## src/rtl/fifo_arb_pkg.sv

```systemverilog
// rtl/fifo_arb_pkg.sv - shared state encoding and counter widths for the FIFO write arbiter
package fifo_arb_pkg;

  typedef enum logic [0:0] {
    IDLE  = 1'b0,
    BURST = 1'b1
  } arb_state_e;

  localparam int BEAT_W = 4;
  localparam int STAT_W = 16;

endpackage

```

## src/rtl/rr_priority_pick.sv

```systemverilog
// rtl/rr_priority_pick.sv - rotating-priority pick: first requester at or after rr_ptr, wrapping
module rr_priority_pick #(
  parameter int NREQ = 4,
  localparam int IDXW = $clog2(NREQ)
) (
  input  logic [NREQ-1:0] req,
  input  logic [IDXW-1:0] rr_ptr,
  output logic [NREQ-1:0] pick,
  output logic [IDXW-1:0] index,
  output logic            valid
);

  int               j;
  logic [IDXW-1:0]  jx;

  always_comb begin
    pick  = '0;
    index = '0;
    valid = 1'b0;
    j     = 0;
    jx    = '0;
    for (int k = 0; k < NREQ; k++) begin
      j = int'(rr_ptr) + k;
      if (j >= NREQ) j = j - NREQ;
      jx = IDXW'(j);
      if (!valid && req[jx]) begin
        valid    = 1'b1;
        index    = jx;
        pick[jx] = 1'b1;
      end
    end
  end

endmodule

```

## src/rtl/fifo_write_arbiter.sv

```systemverilog
// rtl/fifo_write_arbiter.sv - burst-limited round-robin arbiter in front of one FIFO write port
// Optional per-requester beat counters on grant_cnt when FIFO_ARB_STATS_EN is defined.
module fifo_write_arbiter
  import fifo_arb_pkg::*;
#(
  parameter int NREQ     = 4,
  parameter int DATASIZE = 8,
  parameter int MAXBURST = 4,
  localparam int IDXW    = $clog2(NREQ)
) (
  input  logic                     wclk,
  input  logic                     wrst,
  input  logic [NREQ-1:0]          req,
  input  logic [NREQ*DATASIZE-1:0] req_data,
  input  logic                     wfull,
  output logic [NREQ-1:0]          gnt,
  output logic                     winc,
  output logic [DATASIZE-1:0]      wdata,
  output logic [IDXW-1:0]          owner,
  output logic                     busy
`ifdef FIFO_ARB_STATS_EN
  ,
  output logic [NREQ*STAT_W-1:0]   grant_cnt
`endif
);

  arb_state_e         state_q, state_d;
  logic [IDXW-1:0]    rr_ptr_q, rr_ptr_d;
  logic [IDXW-1:0]    owner_q, owner_d;
  logic [BEAT_W-1:0]  beat_cnt_q, beat_cnt_d;

  logic [IDXW-1:0]    owner_nxt;
  logic [IDXW-1:0]    pick_ptr;
  logic [NREQ-1:0]    pick;
  logic [IDXW-1:0]    pick_idx;
  logic               pick_valid;
  logic [NREQ-1:0]    gnt_c;
  logic [DATASIZE-1:0] wdata_c;

  assign owner_nxt = (owner_q == IDXW'(NREQ - 1)) ? '0 : owner_q + IDXW'(1);
  // A releasing owner arbitrates from owner+1, so it lands last in the rotation.
  assign pick_ptr  = (state_q == BURST) ? owner_nxt : rr_ptr_q;

  rr_priority_pick #(.NREQ(NREQ)) u_pick (
    .req    (req),
    .rr_ptr (pick_ptr),
    .pick   (pick),
    .index  (pick_idx),
    .valid  (pick_valid)
  );

  always_comb begin
    state_d    = state_q;
    rr_ptr_d   = rr_ptr_q;
    owner_d    = owner_q;
    beat_cnt_d = beat_cnt_q;
    gnt_c      = '0;
    case (state_q)
      IDLE: begin
        if (!wfull && pick_valid) begin
          gnt_c      = pick;
          owner_d    = pick_idx;
          beat_cnt_d = BEAT_W'(1);
          state_d    = BURST;
        end
      end
      default: begin
        if (wfull) begin
          gnt_c = '0;
        end else if (req[owner_q] && (beat_cnt_q < BEAT_W'(MAXBURST))) begin
          gnt_c      = NREQ'(1) << owner_q;
          beat_cnt_d = beat_cnt_q + BEAT_W'(1);
        end else begin
          rr_ptr_d = owner_nxt;
          if (pick_valid) begin
            gnt_c      = pick;
            owner_d    = pick_idx;
            beat_cnt_d = BEAT_W'(1);
          end else begin
            state_d = IDLE;
          end
        end
      end
    endcase
  end

  always_comb begin
    wdata_c = '0;
    for (int i = 0; i < NREQ; i++) begin
      if (gnt_c[i]) wdata_c = wdata_c | req_data[i*DATASIZE +: DATASIZE];
    end
  end

  always_ff @(posedge wclk) begin
    if (wrst) begin
      state_q    <= IDLE;
      rr_ptr_q   <= '0;
      owner_q    <= '0;
      beat_cnt_q <= '0;
    end else begin
      state_q    <= state_d;
      rr_ptr_q   <= rr_ptr_d;
      owner_q    <= owner_d;
      beat_cnt_q <= beat_cnt_d;
    end
  end

  assign gnt   = wrst ? '0 : gnt_c;
  assign winc  = |gnt;
  assign wdata = wrst ? '0 : wdata_c;
  assign owner = owner_q;
  assign busy  = (state_q == BURST);

`ifdef FIFO_ARB_STATS_EN
  logic [STAT_W-1:0] stat_q [NREQ];
  logic [STAT_W-1:0] stat_d [NREQ];

  always_comb begin
    for (int i = 0; i < NREQ; i++) begin
      stat_d[i] = stat_q[i];
      if (gnt[i] && req[i] && (stat_q[i] != '1)) stat_d[i] = stat_q[i] + STAT_W'(1);
    end
  end

  always_ff @(posedge wclk) begin
    for (int i = 0; i < NREQ; i++) begin
      if (wrst) stat_q[i] <= '0;
      else      stat_q[i] <= stat_d[i];
    end
  end

  for (genvar g = 0; g < NREQ; g++) begin : g_stat
    assign grant_cnt[g*STAT_W +: STAT_W] = stat_q[g];
  end
`endif

endmodule
```

## config.mk

```make
export PLATFORM = sky130hd
export DESIGN_NAME = fifo_write_arbiter
export DESIGN_NICKNAME = d
export VERILOG_FILES = /design/src/rtl/fifo_arb_pkg.sv /design/src/rtl/rr_priority_pick.sv /design/src/rtl/fifo_write_arbiter.sv
export SDC_FILE = /design/constraint.sdc
export NUM_CORES = 1
export LEC_CHECK = 0
export ABC_CLOCK_PERIOD_IN_PS = 3140
export CAP_MARGIN = 40
export CELL_PAD_IN_SITES_DETAIL_PLACEMENT = 1
export CELL_PAD_IN_SITES_GLOBAL_PLACEMENT = 2
export CORE_UTILIZATION = 22
export DETAILED_ROUTE_END_ITERATION = 8
export HOLD_SLACK_MARGIN = 0.02
export PLACE_DENSITY = 0.87
export SLEW_MARGIN = 5
export SYNTH_ARGS = -nofsm -noshare
export SYNTH_HDL_FRONTEND = slang
export SYNTH_SLANG_ARGS = --single-unit
```

## constraint.sdc

```tcl
create_clock -name wclk -period 3.14 [get_ports wclk]
set_clock_uncertainty 0.05 [all_clocks]
set_input_delay 0.471 -clock wclk [delete_from_list [all_inputs] [get_ports wclk]]
set_output_delay 0.471 -clock wclk [all_outputs]
set_load 0.02 [all_outputs]
```

Word level (Yosys, flattened, before mapping)
Index checks and enable logic that the tools add are counted.

cells by class
  add/sub/neg operators = 9
  multipliers = 0
  divide/modulo/power cells = 0
  magnitude comparators = 14
  equality and inequality tests = 5
  shift operators = 1
  muxes and demuxes = 62
  bitwise logic cells = 8
  reductions and logical operators = 18

operators with widths
  kind                                                        number
  2-to-1 mux 4 bit                                            15
  2-to-1 mux 8 bit                                            5
  2-to-1 mux 2 bit                                            15
  OR 8 bit                                                    3
  2-to-1 mux 1 bit                                            18
  less-than comparator 2 x 3 -> 1 bit, second input constant  5
  OR 4 bit                                                    3
  binary-select mux 1 bit (select 2 bit)                      5
  >= comparator 3 bit, second input constant                  3
  logical AND 1 bit                                           9
  demux 1 bit (select 2 bit)                                  4
  >= comparator 2 x 1 -> 1 bit, second input constant         4
  subtractor 2 x 1 -> 2 bit, second input constant            4
  adder 2 x 2 -> 3 bit, second input constant                 2
  AND reduction 3 bit                                         2
  adder 4 x 1 -> 4 bit, second input constant                 1
  zero test 1 bit                                             4
  less-than comparator 4 x 3 -> 1 bit, second input constant  1
  inequality test 2 bit, second input constant                2
  AND reduction 4 bit                                         1
  OR reduction 4 bit                                          1
  << shifter 1 x 2 -> 4 bit, first input constant             1
  adder 2 x 1 -> 3 bit, second input constant                 1
  >= comparator 2 x 3 -> 1 bit, second input constant         1
  other kinds (6)                                             7

storage, ports and cells
  flip-flop bits (word level) = 9
  bits in latches = 0
  RAM bits = 0
  ROM bits = 0
  input port bits = 39
  output and inout bits = 16
  logic and storage cells = 121
  memories kept = 0

Logic depth before layout (Yosys ltp)
Gate-level depths: netlist of run 1.

  word-level depth = 29
  mapped depth = 10
  depth with buffers taken out = 10

By module
A second synthesis of run 1 with hierarchy kept.

second synthesis, totals
  cell total of the unflattened synthesis = 137
  area total of the unflattened synthesis = 1,273.7 um^2

by module, submodules not included
  module              instances  cells an instance  area an instance (um^2)  sequential area each (um^2)
  fifo_write_arbiter  1          92                 852.1                    180.2
  rr_priority_pick    1          45                 421.7                    0.0

Least setup slack after synthesis of run 1
Ideal clock, no wire load.

  path kind = register to output
  start point = register owner_q[0] (netlist: owner[0])
  end point = output port winc
  arrival = 3.367 ns
  required time = 2.619 ns
  setup slack = -0.748 ns
  stages on the path, launching flop included = 11
  path buffers = 1
  cells stage by stage = dfxtp_1 -> inv_1 -> ha_1 -> mux2i_2 -> ha_1 -> clkbuf_1 -> mux4_2 -> nor2_2 -> a311oi_4 -> o211ai_1 -> a41oi_1

on the way
  longest elaborated chain between the ends = 23
  elaborated cells on any way between the ends = 76
  classes of those cells = add/sub: 8; order compare: 12; eq/ne: 1; shift: 1; mux: 38; bitwise: 3; reduce/logical: 13

ends and longest elaborated chain
  element                                                        RTL line                   RTL
  start, declared                                                fifo_write_arbiter.sv:29   logic [IDXW-1:0] owner_q, owner_d;
  start signal, assigned                                         fifo_write_arbiter.sv:103  owner_q <= owner_d;
  adder 2 x 1 -> 2 bit / == test 2 bit (equally long branches)   fifo_write_arbiter.sv:40   assign owner_nxt = (owner_q == IDXW'(NREQ - 1)) ? '0 : owner_q + IDXW'(1);
  2-to-1 mux 2 bit (*)                                           fifo_write_arbiter.sv:40
  net owner_nxt[1]                                               fifo_write_arbiter.sv:32   logic [IDXW-1:0] owner_nxt;
  2-to-1 mux 2 bit (*)                                           fifo_write_arbiter.sv:42   assign pick_ptr = (state_q == BURST) ? owner_nxt : rr_ptr_q;
  branches (longest 17 deep; another with adder 2 x 1 -> 3 bit)  -
  2-to-1 mux 4 bit (*)                                           fifo_write_arbiter.sv:58   case (state_q)
  2-to-1 mux 4 bit (*)                                           fifo_write_arbiter.sv:108  assign gnt = wrst ? '0 : gnt_c;
  OR reduction 4 bit (*)                                         fifo_write_arbiter.sv:109  assign winc = |gnt;
  end, declared                                                  fifo_write_arbiter.sv:17   output logic winc,

Mark *: on every way through the listed nets, which the timed path passes. The select of a mux whose other input is x is not followed.

Worst setup path after layout of run 1
  start point = register owner_q[0] (netlist: owner[0])
  end point = output port wdata[2]

on the way
  longest elaborated chain between the ends = 29
  elaborated cells on any way between the ends = 82
  classes of those cells = add/sub: 8; order compare: 12; eq/ne: 1; shift: 1; mux: 42; bitwise: 6; reduce/logical: 12

ends and longest elaborated chain
  element                                                        RTL line                   RTL
  branches (longest 20 deep; another with adder 2 x 1 -> 3 bit)  -
  2-to-1 mux 4 bit (*)                                           fifo_write_arbiter.sv:58
  2-to-1 mux 8 bit                                               fifo_write_arbiter.sv:90   if (gnt_c[i]) wdata_c = wdata_c | req_data[i*DATASIZE +: DATASIZE];
  OR 8 bit                                                       fifo_write_arbiter.sv:90
  2-to-1 mux 8 bit                                               fifo_write_arbiter.sv:90
  OR 8 bit                                                       fifo_write_arbiter.sv:90
  2-to-1 mux 8 bit                                               fifo_write_arbiter.sv:90
  OR 8 bit                                                       fifo_write_arbiter.sv:90
  2-to-1 mux 8 bit (*)                                           fifo_write_arbiter.sv:90
  2-to-1 mux 8 bit (*)                                           fifo_write_arbiter.sv:110  assign wdata = wrst ? '0 : wdata_c;
  end, declared                                                  fifo_write_arbiter.sv:18   output logic [DATASIZE-1:0] wdata,

Mark *: on every way between the ends. The select of a mux whose other input is x is not followed.

==> results of run 1 <==
-- sequential cells by signal, indices dropped and copies added, names as in the netlist --
name and flops:
owner 2, beat_cnt_q 4, busy 1, rr_ptr_q 2
-- power groups by stage --
stage,logic [uW],registers (uW),clock network (uW)
2_1_floorplan,306,133,0
3_3_place_gp,579,129,0
3_5_place_dp,586,130,0
4_1_cts,672,128,138
5_1_grt,749,129,147
6_report,697,128,135
-- synthesized netlist by cell type, drive strengths merged, types with 2 or more instances --
master | n | share of area (%)
inv | 8 | 1.9
a21oi | 5 | 1.6
ha | 13 | 11
a21o | 4 | 1.9
o21ai | 43 | 14
and3 | 34 | 14
mux2i | 3 | 2.2
dfxtp | 9 | 12
and2 | 2 | 0.81
a22oi | 4 | 1.9
nand2b | 5 | 2.0
a311oi | 4 | 6.1
mux4 | 2 | 2.9
nand2 | 6 | 1.5
a41oi | 10 | 5.7
nand3 | 9 | 2.9
clkbuf | 7 | 1.7
nor2 | 19 | 5.6
nor3b | 4 | 2.7
o211ai | 5 | 2.4
buf | 2 | 0.81
-- cell families after synthesis --
family / count (synthesis)
fa+ha+maj: 13
mux: 5
compound gates: 82
simple gates: 82
buf+inv: 17
flops: 9
-- through the flow --
stage / setup slack (ps) / power (uW) / cell area (um2) / util, %
after CTS: -231 / 938 / 3020 / 44.4
final: -254 / 960 / 3080 / 45.3
after global placement: -583 / 708 / 2750 / 40.5
after floorplan: -110 / 439 / 1690 / -
after detailed placement: -662 / 716 / 2750 / 40.5
after global routing: -380 / 1020 / 3080 / 45.3
-- per-layer routing --
layer  up-vias  share of wire (%)
li1       1037                  -
met1       980                 46
met2        68                 48
met3        12                4.4
met4         0                1.8
met5         -                  0
-- what timing repair did --
action,4_1_cts,5_1_grt
endpoints found under the setup margin,13,13
pin swaps,24,13
buffers inserted,12,2
resized for setup,121,20
gates cloned,1,0
-- worst max path at each step --
stage / startpoint / end / slack [ps]
after CTS: owner[0]$_SDFFE_PP0P_ / wdata[3] / -230
after global placement: req[1] / wdata[1] / -580
after detailed placement: req[2] / wdata[0] / -660
after global routing: owner[1]$_SDFFE_PP0P_ / wdata[2] / -380
after floorplan: owner[0]$_SDFFE_PP0P_ / winc / -110
final: owner[0]$_SDFFE_PP0P_ / wdata[2] / -250
-- cell type report --
type,instances,share of cell area (%)
Inverter,8,1.26
Clock buffer,4,1.46
Timing Repair Buffer,122,36.4
Multi-Input combinational cell,182,50.8
Sequential cell,9,6.14
Tap cell,96,3.90
-- worst reg2reg max path: stages, from the launching register on --
cell,delay (ps)
dfxtp_4,380
inv_4,40
ha_4,240
mux2i_4,200
buf_6,150
clkinvlp_4,180
buf_4,190
buf_4,120
buf_4,120
nor2_1,70
o21ai_0,180
o211ai_1,260
o31ai_1,120
o2111ai_1,230
a21oi_1,100
==> impl_metrics.py, run 1 <==
metrics = {
    "synthesis": {
        "synth_fa_ha_area_share_pct": 10.5,
        "synth_ff_type": "dfxtp_1",
        "synth_seq_cells": 9,
        "synth_top_family_by_area": "compound AO/OA/AOI/OAI gates",
        "seq_area_frac_synth_pct": 11.7,
        "synth_compound_area_share_pct": 37.6,
        "syn_area_um2": 1540,
        "synth_cell_type_count": 38,
        "syn_avg_cell_area_um2": 7.42,
        "synth-simple-area-share_pct": 30.7,
        "syn_inst": 208,
        "async_reset_ff_share_pct": 0,
        "post_synth_mux_area_share_pct": 5.11,
        "synth_edf_count": 0,
        "synth_xor_area_share_pct": 0,
        "ys_warn_count": 0,
        "syn_nets": 260,
    },
    "floorplan": {
        "fp.dieW_um": 85.7,
        "coreArea_um2": 6790,
        "io_pins": 55,
        "start_util_pct": 22.7,
        "row_count": 30,
        "die_height_um": 85.7,
        "dieArea_um2": 7350,
    },
    "setup_path": {
        "rr_startpoint": "owner[1]$_SDFFE_PP0P_",
        "cp_max_fo": 4,
        "reg2reg_slack_ps": 390,
        "critPathTopFamily": "simple AND/OR/NAND/NOR gates",
        "critical-path-max-stage-delay_ps": 480,
        "crit_arrival_ps": 2870,
        "reg2reg_depth": 14,
        "path_cells": "ha_4, or3b_2, nand3_2, and3_2, o21ai_2, a311oi_4, buf_4, buf_6, o21ai_2, a41oi_2, buf_4",
        "cp-end-kind": "output pin",
        "cpMaxStageDelayCell": "or3b_2",
        "critPathBufInv": 3,
        "start_kind": "flop",
        "cp.depth": 11,
        "crit_type": "reg -> out",
        "regToRegEndpoint": "owner[0]$_SDFFE_PP0P_",
        "critPathRequiredTime_ps": 2620,
    },
    "power_and_ir_drop": {
        "switching_share_pct": 41.3,
        "pwr-share-clk_pct": 14.1,
        "power.density_nw_per_um2": 312,
        "combPwrFrac_pct": 72.6,
        "p_seq_share_pct": 13.3,
        "power_leakage_uw": 0.00128,
        "intPower_uw": 564,
        "p_sw_uw": 397,
        "vdd_ir_drop_max_mv": 0.337,
    },
    "clocking": {
        "clk_pin_slew_ps": 50,
        "cts_tree": "built",
        "ctsHoldBuffers": 0,
        "cts_buffers": 3,
        "h-tree-depth": 1,
        "clockBufferDepth": 2,
        "clockRootBuffer": "clkbuf_8",
        "cts_sinks": 9,
        "worstSkewPairLatency_ps": 230,
    },
    "global_routing": {
        "grt_pass1_vias": 2227,
        "met3_usage_pct": 1.73,
        "antenna_found_initial": 0,
        "grt_usage_pct": 18.6,
        "grt_use_met1_pct": 24.3,
        "overflow": 0,
        "top_usage_layer": "met2",
        "use_met2_pct": 32.9,
        "grt_max_degree": 38,
        "grt_pass1_wl_um": 11200,
    },
    "sta": {
        "setup_viol": 13,
        "timing.hold.ws_ps": 426,
        "max_slew_margin_pct": 70.2,
        "setup-tns-final_ps": -2050,
        "fin_ws_ps": -254,
        "finalCritPeriodShare_pct": 108,
        "hold_viol": 0,
        "fmax_ghz": 0.295,
        "period_minus_slack_ps": 3390,
        "slew_viol_final": 0,
        "rsz0062_at_grt": "true",
        "tightest_slew_ps": 442,
    },
    "finish": {
        "antenna_cells": 0,
        "final_common_cell": "buf_4",
        "nets": 378,
        "final_cell_mix": "buf_4 (63), clkdlybuf4s50_1 (41), and3_1 (32), o21ai_1 (15), o21ai_2 (15)",
        "multi_input_area_um2": 1570,
        "seq_area_um2": 189,
        "nFillCells": 825,
        "synthToLayoutAreaGrowth_pct": 99.6,
        "final_layout_size_suffix_gt1_share_pct": 45.2,
        "fin_cells": 421,
    },
    "status": {
        "outcome": "finished with violations",
        "failed_checks": "setup timing",
    },
    "placement": {
        "hpwlAfterDp_um": 5000,
        "place_inst": 403,
        "port_buffers": 54,
        "gp_congestion": 0.897,
    },
    "hold_path": {
        "hold_start": "beat_cnt_q[0]$_SDFFE_PP0P_",
        "min_to": "beat_cnt_q[0]$_SDFFE_PP0P_",
        "holdPathStages": 1,
        "hold_path.class": "reg -> reg",
    },
    "detailed_routing": {
        "vias": 2097,
        "drtIter0Drc": 35,
        "wl_per_cell_um": 15.8,
        "drtAntennaViolNets": 0,
        "vias_per_cell": 4.98,
        "route.detailed.drc": 0,
        "first_pass_iters": 4,
        "wl_um": 6650,
    },
    "run": {
        "maxCapViolCount": 0,
    },
}
Power figures use the tool's default switching activity.
==> inputs of run 2 (changes only) <==
- CAP_MARGIN: 40 -> default
==> results of run 2 <==
The final DEF is identical to that of run 1; final timing and power are the same.
==> inputs of run 3 (changes only) <==
- ABC_CLOCK_PERIOD_IN_PS: 3140 -> 2960
- clock period: 3.14 -> 2.96 ns (I/O delays scaled with it)
==> run 3 against run 2 <==
The flow still finishes with violations (setup timing); combinational power rose by 4.3%; first-iteration DRC count rose by 89%; worst setup slack got worse by 70 ps; largest power group unchanged.
==> impl_metrics.py, run 3 (synthesis gave the netlist of run 1 again) <==
metrics = {
    "global_routing": {
        "overflow": 0,
        "grt_max_degree": 36,
        "grt_pass1_wl_um": 11300,
        "grt_pass1_vias": 2249,
        "antenna_found_initial": 0,
        "grt_usage_pct": 19.1,
    },
    "floorplan": {
        "dieArea_um2": 7350,
        "row_count": 30,
        "die_height_um": 85.7,
        "coreArea_um2": 6790,
        "start_util_pct": 22.7,
        "io_pins": 55,
        "fp.dieW_um": 85.7,
    },
    "sta": {
        "setup_viol": 13,
        "fmax_ghz": 0.304,
        "finalCritPeriodShare_pct": 111,
        "max_slew_margin_pct": 68.9,
        "fin_ws_ps": -324,
        "slew_viol_final": 0,
        "hold_viol": 0,
        "period_minus_slack_ps": 3280,
        "rsz0062_at_grt": "true",
        "tightest_slew_ps": 465,
        "setup-tns-final_ps": -3500,
    },
    "power_and_ir_drop": {
        "p_sw_uw": 419,
        "p_seq_share_pct": 13.5,
        "power_leakage_uw": 0.00125,
        "power.density_nw_per_um2": 334,
        "pwr-share-clk_pct": 14.2,
        "intPower_uw": 587,
        "power.total_uw": 1010,
        "switching_share_pct": 41.7,
        "combPwrFrac_pct": 72.2,
        "vdd_ir_drop_max_mv": 0.213,
    },
    "setup_path": {
        "critical-path-max-stage-delay_ps": 370,
        "cp_max_fo": 8,
        "cp-end-kind": "output pin",
        "path_common_cell": "ha_4",
        "path_cells": "ha_4, nor3b_4, nor2_4, ha_4, mux4_2, buf_12, a311oi_4, buf_6, o21ai_0, a41oi_2, buf_4",
        "reg2reg_slack_ps": 650,
        "critPathBufInv": 3,
        "start_kind": "flop",
        "critPathTopFamily": "compound AO/OA/AOI/OAI gates",
        "crit_type": "reg -> out",
        "critPathRequiredTime_ps": 2470,
        "cpMaxStageDelayCell": "dfxtp_4",
        "crit_arrival_ps": 2790,
    },
    "placement": {
        "port_buffers": 54,
        "hpwlAfterDp_um": 5370,
        "gp_congestion": 0.924,
        "place_ws_ps": -797,
        "placed_area_um2": 2770,
    },
    "detailed_routing": {
        "route.detailed.drc": 0,
        "wl_met3_um": 301,
        "met2WireLength_um": 3520,
        "drtIter0Drc": 66,
        "first_pass_iters": 4,
        "drtAntennaViolNets": 0,
        "wl_um": 6850,
        "vias_per_cell": 5.08,
        "drt-met1-wl_um": 2970,
        "vias": 2107,
        "topRoutingLayerUsed": "met4",
        "wl_per_cell_um": 16.5,
    },
    "run": {
        "maxCapViolCount": 0,
    },
    "finish": {
        "largest_reg_flops": 4,
        "final_layout_size_suffix_gt1_share_pct": 43.3,
        "final_area_um2": 3010,
        "nets": 372,
        "antenna_cells": 0,
        "final_common_cell": "buf_4",
        "final_cell_mix": "buf_4 (58), clkdlybuf4s50_1 (39), and3_1 (32), o21ai_1 (19)",
        "largest-register": "beat_cnt_q",
        "synthToLayoutAreaGrowth_pct": 95.1,
        "nFillCells": 805,
    },
    "clocking": {
        "clk_pin_slew_ps": 50,
        "cts_buffers": 3,
        "cts_sinks": 9,
        "h-tree-depth": 1,
        "worstSkewPairLatency_ps": 230,
        "cts_tree": "built",
        "ctsHoldBuffers": 0,
        "clockRootBuffer": "clkbuf_8",
        "clockBufferDepth": 2,
    },
    "hold_path": {
        "hold_path.class": "reg -> reg",
    },
    "status": {
        "failed_checks": "setup timing",
        "outcome": "finished with violations",
    },
}
-- run 3: routing by layer --
metal,vias up,track usage [%]
met2,67,36.4
li1,1029,-
met5,-,0
met3,4,2.79
met1,1007,22.8
met4,0,3.48
-- run 3: through the flow --
stage                     utilization [%]  std cells  hold WS (ps)
after floorplan                         -        208           388
after global placement               40.8        405           407
after detailed placement             40.8        405           415
after CTS                            43.2        416           426
after global routing                 44.3        415           452
final                                44.3        415           424
-- run 3: path summary, 6_finish.rpt --
check / startpoint / depth (start not counted) / end
max: owner[0]$_SDFFE_PP0P_ / 11 / wdata[2]
min: beat_cnt_q[0]$_SDFFE_PP0P_ / 1 / beat_cnt_q[0]$_SDFFE_PP0P_
max reg2reg: owner[1]$_SDFFE_PP0P_ / 12 / owner[0]$_SDFFE_PP0P_
min reg2reg: beat_cnt_q[0]$_SDFFE_PP0P_ / 1 / beat_cnt_q[0]$_SDFFE_PP0P_
-- run 3: power by group through the flow --
| stage | logic, uW | clock network, uW | registers, uW |
|---|---|---|---|
| finish | 727 | 143 | 136 |
| global placement | 617 | 0 | 139 |
| CTS | 704 | 149 | 137 |
| detailed placement | 633 | 0 | 139 |
| global route | 781 | 158 | 137 |
| floorplan | 324 | 0 | 142 |
-- run 3: what timing repair did --
| item | 4_1_cts | 5_1_grt |
|---|---|---|
| buffers inserted | 5 | 0 |
| pin swaps | 24 | 14 |
| endpoints found under the hold margin | 0 | 0 |
| resized for setup | 106 | 33 |
| gates cloned | 2 | 0 |
| endpoints found under the setup margin | 13 | 13 |
-- run 3: worst register-to-register path: cells and delay by family (launching register included) --
| kind | cells | cell delay (ps) |
|---|---|---|
| simple gates | 1 | 70 |
| mux | 1 | 200 |
| fa+ha+maj | 1 | 240 |
| compound gates | 5 | 790 |
| flops | 1 | 380 |
| buf+inv | 4 | 440 |
-- run 3: final cells by class --
cell class	instances	area, um2	share of cell area (%)
clock inverters	1	5.00	0.166
well taps	96	120	3.99
multi-input cells	182	1550	51.6
clock buffers	3	41.3	1.37
repair buffers	116	1060	35.3
inverters	8	38.8	1.29
flip-flops and latches	9	189	6.28
==> patch 1: new RTL, flow settings as in run 1 <==
Change the parameter `DATASIZE` from 8 to 16.
--- a/src/rtl/fifo_write_arbiter.sv
+++ b/src/rtl/fifo_write_arbiter.sv
@@ -4,7 +4,7 @@
   import fifo_arb_pkg::*;
 #(
   parameter int NREQ     = 4,
-  parameter int DATASIZE = 8,
+  parameter int DATASIZE = 16,
   parameter int MAXBURST = 4,
   localparam int IDXW    = $clog2(NREQ)
 ) (
Interface: changed (resized req_data and wdata); port bits go from 55 to 95. The function was not compared with the original's and may differ.
==> patch 1 against run 1 <==
The flow still finishes with violations (negative setup slack). Largest cell class unchanged. Routed wire length up 64%. Final cell count up 36%. Critical endpoint is now wdata[0]. Power up 35%. Sequential share of layout area down 1.7 points. Final area up 38%. Sequential power about the same. Synthesized area up 35%. Sequential cell count unchanged. Register-to-register slack better by 0.16 ns. Largest power group unchanged. Utilization up 1.0 points. Setup slack worse by 0.13 ns.
==> patch 1: results (changes against run 1) <==
Layout
  • Max reg flops: 4 (unchanged)
  • Nets: 548 (+45%)
  • Fillers: 1,077 (+31%)
  • Layout cell share with drive strength beyond 1: 39.96% (-5.3 points)
  • Largest register by flop count: beat_cnt_q

Logic synthesis
  • Most used flip-flop cell after synthesis: dfxtp_1
  • Unique cell type count in the Yosys netlist: 41 (+7.9%)
  • Compound-Gate Fraction of Synth Area: 39.81% (+2.3 points)
  • Top post-synthesis cells by area: and3_1, o21ai_0, dfxtp_1, ha_1, a41oi_1
  • Mapped Nets: 380 (+46%)
  • Adder-cell share of the synthesized area: 7.817% (-2.7 points)
  • Top post-synthesis cells by count: o21ai_0, and3_1, clkbuf_1, a41oi_1, nor2_1
  • Post-synthesis mux area share: 3.969% (-1.1 points)
  • Seq/Total Area, Yosys: 8.659% (-3.0 points)
  • Yosys warns: 0 (unchanged)
  • Async S/R FF share, synth: 0% (unchanged)
  • Mean Syn Cell Area: 7.030 um^2 (-5.2%)

STA
  • Setup slack after layout: -0.3814 ns (-0.1273 ns)
  • Max frequency: 284.0 MHz (-3.6%)
  • # setup viols final: 21 (+8)
  • Slew @ Worst Pin: 0.4499 ns (+0.008168 ns)

Setup path
  • Crit-path max FO: 7 (+3)
  • Critical path's largest stage delay: 0.37 ns (-0.11 ns)
  • CP max-delay cell: dfxtp_4
  • CP Data Arrival Time: 3.00 ns (+0.13 ns)

Detailed routing
  • Initial drt markers: 122 (+250%)
  • Vias per cell: 5.418 (+8.8%)
  • Detailed Route WL: 10,920 um (+64%)
  • Drt wl/cell: 19.02 um (+20%)
  • Drt pass-1 iters: 4 (unchanged)

Pwr
  • Cell Int Power: 0.7452 mW (+32%)
  • Power share of the clock group: 10.1% (-4.0 points)
  • Worst VDD drop: 0.0001979 V (-41%)
  • Leak: 1.802 nW (+41%)

Min path
  • HP Class: flip-flop to flip-flop

Clocking
  • H-tree levels: 1 (unchanged)
  • Total CTS buffers: 3 (unchanged)
  • Skew-Pair Late Insertion Delay: 0.23 ns (about the same)
  • Root Driver: clkbuf_8

Place
  • Buffers on Ports: 94 (+74%)
  • DP Wirelength: 8284 um (+66%)
  • Global placement routability congestion: 0.8231 (-8.2%)

GRT
  • Number of global-route vias before repair: 3,395 (+52%)
  • First-pass GRT wire length: 17,330 um (+55%)
  • Largest net degree at the start of global routing: 40 (+5.3%)
  • Antenna violations before repair: 0 (unchanged)
  • GRT Total Usage: 21.94% (+3.3 points)

Outcome
  • Status: finished with violations
  • Failing checks: negative setup slack
patch 1: changes by cell type after synthesis, sizes merged:
cell,delta
a41oi,+8
clkbuf,+13
buf,+3
o21ai,+32
and3,+32
patch 1: worst max-delay path, delay by kind of cell (launching register included):
family	cells	cell delay (ns)
simple gates	2	0.33
flops	1	0.37
compound gates	3	0.60
buf+inv	4	0.63
fa+ha+maj	2	0.46
mux	1	0.36
patch 1: final timing paths:
| check | from | to | slack, ns | depth (start not counted) |
|---|---|---|---|---|
| worst max-delay path | owner[0] | wdata[0] | -0.38 | 12 |
| worst min-delay path | beat_cnt_q[0] | beat_cnt_q[0] | 0.44 | 1 |
| worst max register to register | owner[1] | owner[0] | 0.55 | 12 |
| worst min register to register | beat_cnt_q[0] | beat_cnt_q[0] | 0.44 | 1 |
patch 1: cell families (layout without fill, tap and decap cells):
family,count (synthesis),after routing
compound gates,122,122
simple gates,114,114
buf+inv,33,200
fa+ha+maj,13,13
flops,9,9
mux,5,5
patch 1: timing repair:
action	in CTS	in global routing
endpoints found under the setup margin	21	21
pin swaps	27	15
buffers inserted	11	5
resized for setup	165	27
cloned	2	0
patch 1: through the flow:
step                      utilization, %  setup slack [ns]  setup TNS, ns  instance area (um^2)
final                              46.37           -0.3814         -6.636                  4264
after global routing               46.37           -0.4943         -8.927                  4264
after CTS                          45.14           -0.4045         -6.375                  4151
after detailed placement           42.65           -0.8177         -15.41                  3923
after global placement             42.65           -0.7240         -13.79                  3923
after floorplan                        -           -0.2243         -3.089                  2278
patch 1: cell type report:
class / instances / area share (%)
tap: 111 / 3.257
clock buffer: 4 / 1.056
multi-input combinational: 254 / 48.33
sequential: 9 / 4.431
timing repair buffer: 188 / 42.08
inverter: 8 / 0.8509
patch 1: routing by layer:
layer	wire (um)	global-route usage, %	part of all wire, %	up-vias
li1	-	-	-	1483
met3	378	1.757	3.5	26
met5	0	0	0	-
met4	355	8.032	3.3	0
met2	5637	41.24	52	102
met1	4548	25.85	42	1499
patch 1: power by group through the flow:
stage,clock (mW),combinational [mW],sequential [mW]
3_5_place_dp,0,0.888,0.128
2_1_floorplan,0,0.441,0.132
4_1_cts,0.136,0.991,0.127
6_report,0.132,1.04,0.128
3_3_place_gp,0,0.863,0.128
5_1_grt,0.141,1.10,0.128
==> patch 2: new RTL, flow settings as in run 1 <==
Made on the original files. The option `FIFO_ARB_STATS_EN` is turned on by a define.
--- a/src/rtl/fifo_write_arbiter.sv
+++ b/src/rtl/fifo_write_arbiter.sv
@@ -1,5 +1,7 @@
 // rtl/fifo_write_arbiter.sv - burst-limited round-robin arbiter in front of one FIFO write port
 // Optional per-requester beat counters on grant_cnt when FIFO_ARB_STATS_EN is defined.
+`define FIFO_ARB_STATS_EN
+
 module fifo_write_arbiter
   import fifo_arb_pkg::*;
 #(
Behaviour (old outputs only; new: grant_cnt): unchanged (Yosys induction, for registers that start in step).
==> patch 2 against run 1 <==
The run still ends with negative setup slack left. Synthesized area grew to 3.0 times the old value. Power grew to 3.3 times the old value. Routed wire length grew to 2.8 times the old value. Critical endpoint is now wdata[5]. Clock power grew to 8.7 times the old value. Synthesized cell count grew to 2.8 times the old value. Final area grew to 2.7 times the old value. Setup slack worse by 0.41 ns. Sequential cell count is 64 higher.
==> patch 2: results (changes against run 1) <==
Outcome
  • Status: finished with violations
  • Failing checks: negative setup slack

Setup path
  • Crit path capture: wdata[5]
  • CP max-delay cell: dfxtp_4
  • Crit-path max FO: 10 (+6)
  • CP Data Arrival Time: 3.28 ns (+0.41 ns)
  • Reg-to-reg critical path endpoint: stat_q[3][10]
  • Internal reg-to-reg setup slack: -0.49 ns (-0.88 ns)
  • Setup crit start: owner[1]

Clocking
  • Total CTS buffers: 9 (+6)
  • H-tree levels: 3 (+2)
  • Root Driver: clkbuf_16
  • Skew-Pair Late Insertion Delay: 0.35 ns (+0.12 ns)

Logic synthesis
  • Unique cell type count in the Yosys netlist: 63 (+66%)
  • Top post-synthesis cells by area: dfxtp_1, ha_1, a21oi_1, nand2_1, nor2_1
  • Mapped Nets: 630 (+140%)
  • Seq/Total Area, Yosys: 31.69% (+20 points)

Layout
  • Layout cell share with drive strength beyond 1: 34.10% (-11 points)

Place
  • Global placement routability congestion: 0.8264 (-7.9%)
  • DP Wirelength: 12,860 um (+160%)
  • Buffers on Ports: 118 (+120%)
  • Pre-CTS WS: -1.045 ns (-0.3833 ns)
  • Placed Area: 0.006857 mm^2 (+150%)

GRT
  • First-pass GRT wire length: 29,900 um (+170%)
  • Number of global-route vias before repair: 5,525 (+150%)

STA
  • Slew headroom: 53.66% (-17 points)
  • Setup slack after layout: -0.6608 ns (-0.4066 ns)
  • # setup viols final: 65 (+52)

Detailed routing
  • Vias per cell: 5.074 (+1.9%)

Pwr
  • Worst VDD drop: 0.0002477 V (-26%)
patch 2: cell types whose count changed in the layout (fill, tap and decap cells not counted), sizes merged, moves of 29 or more:
cell,run 1,this run
inv,7,36
buf,81,117
clkdlybuf4s50,41,104
nand2,6,50
dfxtp,9,73
a21oi,5,41
patch 2: kinds of logic (layout without fill, tap and decap cells):
group	count (synthesis)	in the layout	synth area share [%]
AOI/OAI and AO/OA	152	152	22.41
xor gates and xnor gates	4	4	0.7596
adders and majority gates	17	17	4.612
buffers and inverters	66	272	5.941
DFF	73	73	31.69
muxes	28	28	7.298
and+or+nand+nor	234	234	27.29
patch 2: metal layers:
metal	vias up	GRT usage, %	wire length, um
met5	-	0	0
met4	0	4.531	267
met3	23	3.913	844
met2	116	29.88	9111
met1	2618	22.00	8656
li1	2571	-	-
patch 2: final cells by class:
| cell class | instances | area, um^2 |
|---|---|---|
| fillers | 2306 | 12190 |
| multi-input cells | 435 | 3765 |
| repair buffers | 222 | 2141 |
| flip-flops and latches | 73 | 1470 |
| well taps | 270 | 337.8 |
| clock buffers | 9 | 225.2 |
| inverters | 34 | 137.6 |
| clock inverters | 7 | 100.1 |
patch 2: worst max-delay path, delay by kind of cell (launching register included):
family,cells,cell delay [ns]
compound gates,5,0.88
buf+inv,4,0.54
mux,2,0.49
fa+ha+maj,2,0.48
flops,1,0.36
simple gates,1,0.17
patch 2: stage by stage:
stage          cells  TNS [ns]
2_1_floorplan    574    -13.98
3_3_place_gp    1003    -17.70
3_5_place_dp    1003    -21.09
4_1_cts         1042    -14.27
5_1_grt         1050    -22.99
6_report        1050    -15.44
patch 2: worst min-delay path by stage:
stage               slack, ns           from  cells past startpoint       endpoint
finish                   0.44  stat_q[0][13]                      2  stat_q[0][13]
global route             0.46  beat_cnt_q[3]                      1  beat_cnt_q[3]
CTS                      0.44  beat_cnt_q[0]                      1  beat_cnt_q[0]
detailed placement       0.43  beat_cnt_q[3]                      1  beat_cnt_q[3]
global placement         0.42  beat_cnt_q[0]                      1  beat_cnt_q[0]
floorplan                0.39  beat_cnt_q[0]                      1  beat_cnt_q[0]
patch 2: repair_timing:
item | in CTS | in global routing
buffers inserted | 22 | 13
pin swaps | 44 | 34
setup endpoints to repair | 63 | 71
gates resized for setup | 148 | 70
cloned | 3 | 1
patch 2: power breakdown:
group | total (mW) | internal (mW) | switching, mW
combinational | 1.02 | 0.504 | 0.511
sequential | 0.951 | 0.937 | 0.0144
clock | 1.18 | 0.704 | 0.475
